[config.mk]
export PLATFORM = sky130hd
export DESIGN_NAME = modport_mem
export DESIGN_NICKNAME = d
export VERILOG_FILES = /design/src/rtl/modport_mem_pkg.sv /design/src/rtl/modport_mem_array.sv /design/src/rtl/modport_mem.sv
export SDC_FILE = /design/constraint.sdc
export NUM_CORES = 2
export LEC_CHECK = 0
export ABC_AREA = 1
export CORE_ASPECT_RATIO = 0.5
export CORE_MARGIN = 5
export CORE_UTILIZATION = 64
export CTS_CLUSTER_SIZE = 25
export DETAILED_ROUTE_END_ITERATION = 6
export PLACE_DENSITY = 0.8
export SYNTH_ARGS = -nofsm -noshare
export SYNTH_HDL_FRONTEND = slang
export SYNTH_HIERARCHICAL = 1
export SYNTH_SLANG_ARGS = --single-unit
[constraint.sdc]
create_clock -name clock -period 4.05 [get_ports clock]
set_clock_uncertainty 0.2 [all_clocks]
set_input_delay 1.0125 -clock clock [delete_from_list [all_inputs] [get_ports clock]]
set_output_delay 1.0125 -clock clock [all_outputs]
set_load 0.02 [all_outputs]
[src/rtl/modport_mem_pkg.sv]
// Shared widths, word types and access decode for the 256 x 8 single-port RAM.
package modport_mem_pkg;

    localparam int ADDR_W = 8;
    localparam int DATA_W = 8;
    localparam int DEPTH  = 1 << ADDR_W;

    typedef logic [ADDR_W-1:0] addr_t;
    typedef logic [DATA_W-1:0] data_t;

    typedef enum logic [1:0] {
        ACC_IDLE  = 2'd0,
        ACC_READ  = 2'd1,
        ACC_WRITE = 2'd2
    } access_e;

    // write is only meaningful while enable is high.
    function automatic access_e decode_access(input logic enable, input logic write);
        if (!enable) begin
            return ACC_IDLE;
        end
        return write ? ACC_WRITE : ACC_READ;
    endfunction

endpackage

[src/rtl/modport_mem_array.sv]
// Storage array with synchronous write, synchronous full clear and a registered read port.
module modport_mem_array
    import modport_mem_pkg::*;
#(
    parameter int ADDR_W = modport_mem_pkg::ADDR_W,
    parameter int DATA_W = modport_mem_pkg::DATA_W
) (
    input  logic              clock,
    input  logic              clear,
    input  logic              wr_en,
    input  logic              rd_en,
    input  logic [ADDR_W-1:0] addr,
    input  logic [DATA_W-1:0] wr_data,
    output logic [DATA_W-1:0] rd_data
);

    localparam int DEPTH_L = 1 << ADDR_W;

    logic [DATA_W-1:0] mem [DEPTH_L];

    // Clear overrides any access presented in the same cycle.
    always_ff @(posedge clock) begin
        if (clear) begin
            for (int i = 0; i < DEPTH_L; i++) begin
                mem[i] <= '0;
            end
        end else if (wr_en) begin
            mem[addr] <= wr_data;
        end
    end

    // Read register holds across writes and idles; no write-through.
    always_ff @(posedge clock) begin
        if (clear) begin
            rd_data <= '0;
        end else if (rd_en) begin
            rd_data <= mem[addr];
        end
    end

endmodule

[src/rtl/modport_mem.sv]
// Single-port synchronous RAM: one access per cycle, reads appear on data_out one edge later.
// No handshake: every cycle with enable=1 is an accepted access, never stalled.
module modport_mem
    import modport_mem_pkg::*;
#(
    parameter int ADDR_W = modport_mem_pkg::ADDR_W,
    parameter int DATA_W = modport_mem_pkg::DATA_W
) (
    input  logic              clock,
    input  logic              reset,
    input  logic [ADDR_W-1:0] address,
    input  logic [DATA_W-1:0] data_in,
    input  logic              enable,
    input  logic              write,
    output logic [DATA_W-1:0] data_out
);

    access_e           access;
    logic              wr_en;
    logic              rd_en;
    logic [DATA_W-1:0] rd_data;

    always_comb begin
        access = decode_access(enable, write);
        wr_en  = (access == ACC_WRITE);
        rd_en  = (access == ACC_READ);
    end

    modport_mem_array #(
        .ADDR_W (ADDR_W),
        .DATA_W (DATA_W)
    ) u_array (
        .clock   (clock),
        .clear   (reset),
        .wr_en   (wr_en),
        .rd_en   (rd_en),
        .addr    (address),
        .wr_data (data_in),
        .rd_data (rd_data)
    );

    // rd_data is already a flop, so data_out has no combinational path from inputs.
    assign data_out = rd_data;

endmodule

Yosys cells after proc, flatten, opt, wreduce, memory -nomap -nowiden
Memories as Yosys holds them, arrays and structs flattened. A register that Yosys moved wholly into a read port is not among the register bits.
Index checks and enable logic that the tools add are counted.
- bitwise gates (word level): 0
- divide/modulo/power cells: 0
- shifts and indexed selects: 0
- order comparisons: 0
- muxes and demuxes: 10
- reductions and logical operators: 1
- $add $sub $neg: 0
- multiply operators: 0
- eq/ne operators: 2
- operators by type and width (operator ; number):
    8-bit two-way mux ; 2
    8-bit OR reduction ; 1
    1-bit two-way mux ; 6
    2-bit two-way mux ; 2
    2-bit by 1-bit == test with 1-bit output (second input constant) ; 1
    2-bit == test (second input constant) ; 1
- ROM bits: 0
- memories: 1
- bits of input ports: 20
- output and inout port bits: 8
- bits in latches: 0
- word-level logic and storage cells: 14
- flip-flop bits (word level): 0
- memory bits (writable): 2048
- memory list (name ; words ; width ; rd ports ; clocked after Yosys merged registers in ; write ports ; line ; RTL):
    u_array.mem ; 256 ; 8 ; 1 ; 1 ; 256 ; modport_mem_array.sv:19 ; logic [DATA_W-1:0] mem [DEPTH_L];

Logic depth before layout (Yosys ltp)
- depth after elaboration: 8
- mapped depth: 18
- gate-level depth less buffers: 15

By module
Netlist, hierarchy kept.
- by module, submodules not included (module ; instances ; area an instance (µm²) ; cells an instance ; sequential area each (µm²)):
    modport_mem_array ; 1 ; 93983.9 ; 10391 ; 61659.1
    modport_mem ; 1 ; 17.5 ; 4 ; 0.0

Worst setup path before layout
OpenSTA, ideal clock, no wires.
- path kind: input to register
- from: input address[0]
- to: memory u_array.mem[113][0] (enable)
- arrival: 2672 ps
- setup slack: 849 ps
- required time: 3521 ps
- stages: 10
- library setup time: 329 ps
- buffers on the path: 4
- cells stage by stage: buf_4 > inv_2 > nor2_1 > buf_2 > buf_2 > inv_2 > nor3_1 > buf_2 > nand2_1 > nand2_1
- RTL lines (item ; line ; RTL):
    start, declared ; modport_mem.sv:11 ; input logic [ADDR_W-1:0] address,
    end, declared ; modport_mem_array.sv:19 ;

==> flow_summary.toml <==
[outcome]
run_status = "complete, but fails checks"
violations = "design-rule violations"

[run]
maxCapViolations = 0

[clocking]
h-tree-depth = 4
cts.path.max_buffers = 4
cts_inserted_buffers = 182
path_clk_slew_ps = 60
ctsHoldBuffers = 0
cts_resized = 0
post_cts_buffers = 0
cts_tree = "done"
root_buffer = "clkbuf_16"
clkLatencyLatePin_ps = 850
cts.sinks = 2056

[floorplan]
die_y_um = 281
initial_core_util_pct = 64.4
core_um2 = 146000
row_count = 99
die_area_um2 = 155000
fp.dieW_um = 552
num_io_pins = 28

[synth]
synth_area_um2 = 94000
seq_area_frac_synth_pct = 65.6
ys_ff_latch = 2056
synth_cell_types = 21
synth_cells = 10400
ys_warn_count = 6
syn_area_per_cell_um2 = 9.04
syn_nets = 10400

[timing]
min_period_ps = 3230
max_clock_freq_mhz = 309
slew_headroom_pct = 35.5
rsz0062_at_grt = "no"
finalSetupViolations = 0
finalSetupTns_ps = 0
final-hold-violation-count = 0
tightest_slew_ps = 967
period_share_pct = 79.8
maxSlewViolCount = 0

[global_route]
grt_max_degree = 143
first_global_vias = 71500
gr-total-overflow = 0
grt_pass1_wl_um = 419000
grt_antenna_before_repair = 7
grt_use_total_pct = 35.7

[drt]
vias = 75100
drcViolationCount = 3
dr.pass1.iters = 7
via_per_inst = 6.01
drt_iter0_markers = 12300
wirelength_um = 279000
ant_nets = 0
routedWlPerCell_um = 22.3

[layout]
area_growth_syn_to_layout_pct = 11.3
fin_nets = 10400
layout-drive-gt1-share_pct = 7.37
fill_cells = 10300

[critical_path]
crit_required_ps = 4610
endpoint_kind = "flop"
critical_path_class = "in2reg"
critical_path_arrival_ps = 3790
start_kind = "primary input"
crit_fanout = 60

[placement]
dpl.hpwl_um = 174000
io_buffers = 27
gp_congestion = 0.988

[min_path]
hp-class = "reg2reg"

[pwr]
p_per_area_nw_per_um2 = 441
power_w = 0.0461
power_leakage_nw = 43.8
peakVddDrop_uv = 318
cell usage after synthesis:
cell type	n	area, um^2
buf_4	5	37.5
nand4_1	104	651
dfxtp_1	8	160
buf_2	112	561
nor2_1	2413	9060
nor2_2	4	25.0
o21bai_1	1	7.51
inv_1	21	78.8
nand2_1	4668	17500
buf_1	40	150
clkinv_1	1	3.75
nor3_2	6	60.1
nand3_1	306	1530
o21a_1	1	7.51
nor3_1	15	75.1
edfxtp_1	2048	61500
clkbuf_1	517	1940
a21oi_1	42	210
nand2_2	19	119
inv_2	12	45.0
o21ai_0	52	260
worst max-delay path, stage by stage:
cell and delay, ps:
clkdlybuf4s50_1 670, inv_1 130, nor2_4 210, buf_12 350, o21ai_0 160, nand2_1 130, nor2_1 60, nor2_1 240
nor2_1 150, nand2_1 160, nand2_1 180, nand2_1 120, nor2_1 60, nor2_1 80
worst paths after layout:
| kind | slack (ps) | endpoint | from | cells after the start |
|---|---|---|---|---|
| worst min-delay path | 420 | u_array/rd_data[3]$_SDFFE_PP0P_ | u_array/rd_data[3]$_SDFFE_PP0P_ | 2 |
| worst max-delay path | 820 | u_array/rd_data[3]$_SDFFE_PP0P_ | address[3] | 14 |
| worst max register to register | 1610 | u_array/rd_data[0]$_SDFFE_PP0P_ | u_array/mem[216][0]$_SDFFCE_PN0P_ | 14 |
| worst min register to register | 420 | u_array/rd_data[3]$_SDFFE_PP0P_ | u_array/rd_data[3]$_SDFFE_PP0P_ | 2 |
metal layers:
metal	up-vias	wire length, um	track usage, %	part of all wire, %
li1	33500	-	-	-
met1	35000	96700	48.5	35
met2	5748	123000	54.3	44
met3	917	45500	11.0	16
met4	12	13500	14.6	4.9
met5	-	164	0.611	0.059
through the flow:
stage / std cells / hold WS (ps) / utilization [%] / area (um^2) / setup WS, ps
after floorplan: 10400 / 398 / - / 94000 / 849
after CTS: 12500 / 412 / 71.7 / 105000 / 881
after global placement: 12200 / 405 / 67.7 / 98800 / 119
after global routing: 12500 / 419 / 71.7 / 105000 / 789
final: 12500 / 423 / 71.7 / 105000 / 819
after detailed placement: 12200 / 401 / 67.7 / 98800 / 131
power breakdown:
part           switching [W]  internal (W)  total, W
registers           0.000313        0.0244    0.0247
logic                0.00309      0.000956   0.00404
clock network        0.00779       0.00960    0.0174
flip-flops by register name, indices dropped and copies added, names as in the netlist:
signal,cells
u_array/mem,2048
u_array/rd_data,8
final cells by class:
class | instances | area (um^2) | area share (%)
tap | 1969 | 2460 | 2.35
clock inverter | 109 | 1040 | 0.998
timing repair buffer | 481 | 4850 | 4.64
sequential | 2056 | 61700 | 58.9
multi-input combinational | 7631 | 29700 | 28.3
inverter | 34 | 213 | 0.203
antenna | 1 | 2.50 | 0.00239
clock buffer | 219 | 4760 | 4.55
cell families (layout without fill, tap and decap cells):
| logic type | count (synthesis) | after routing | synth area share (%) |
|---|---|---|---|
| AOI/OAI and AO/OA | 96 | 96 | 0.516 |
| buffers and inverters | 708 | 843 | 3.00 |
| DFF | 2056 | 2056 | 65.6 |
| other | 0 | 1 | 0 |
| and+or+nand+nor | 7535 | 7535 | 30.9 |
cells in the final DEF (no fill, tap or decap), drive strengths merged:
master         netlist  layout
bufinv               0      19
edfxtp            2048    2048
o21a                 1       1
clkinv               1      87
clkbuf             517     219
o21ai               52      52
clkinvlp             0       2
dfxtp                8       8
clkdlybuf4s50        0      25
nand4              104     104
nand2             4687    4687
diode                0       1
nand3              306     306
a21oi               42      42
inv                 33      35
buf                157     456
nor2              2417    2417
o21bai               1       1
nor3                21      21
No activity file was read; power rests on OpenSTA's default activity.
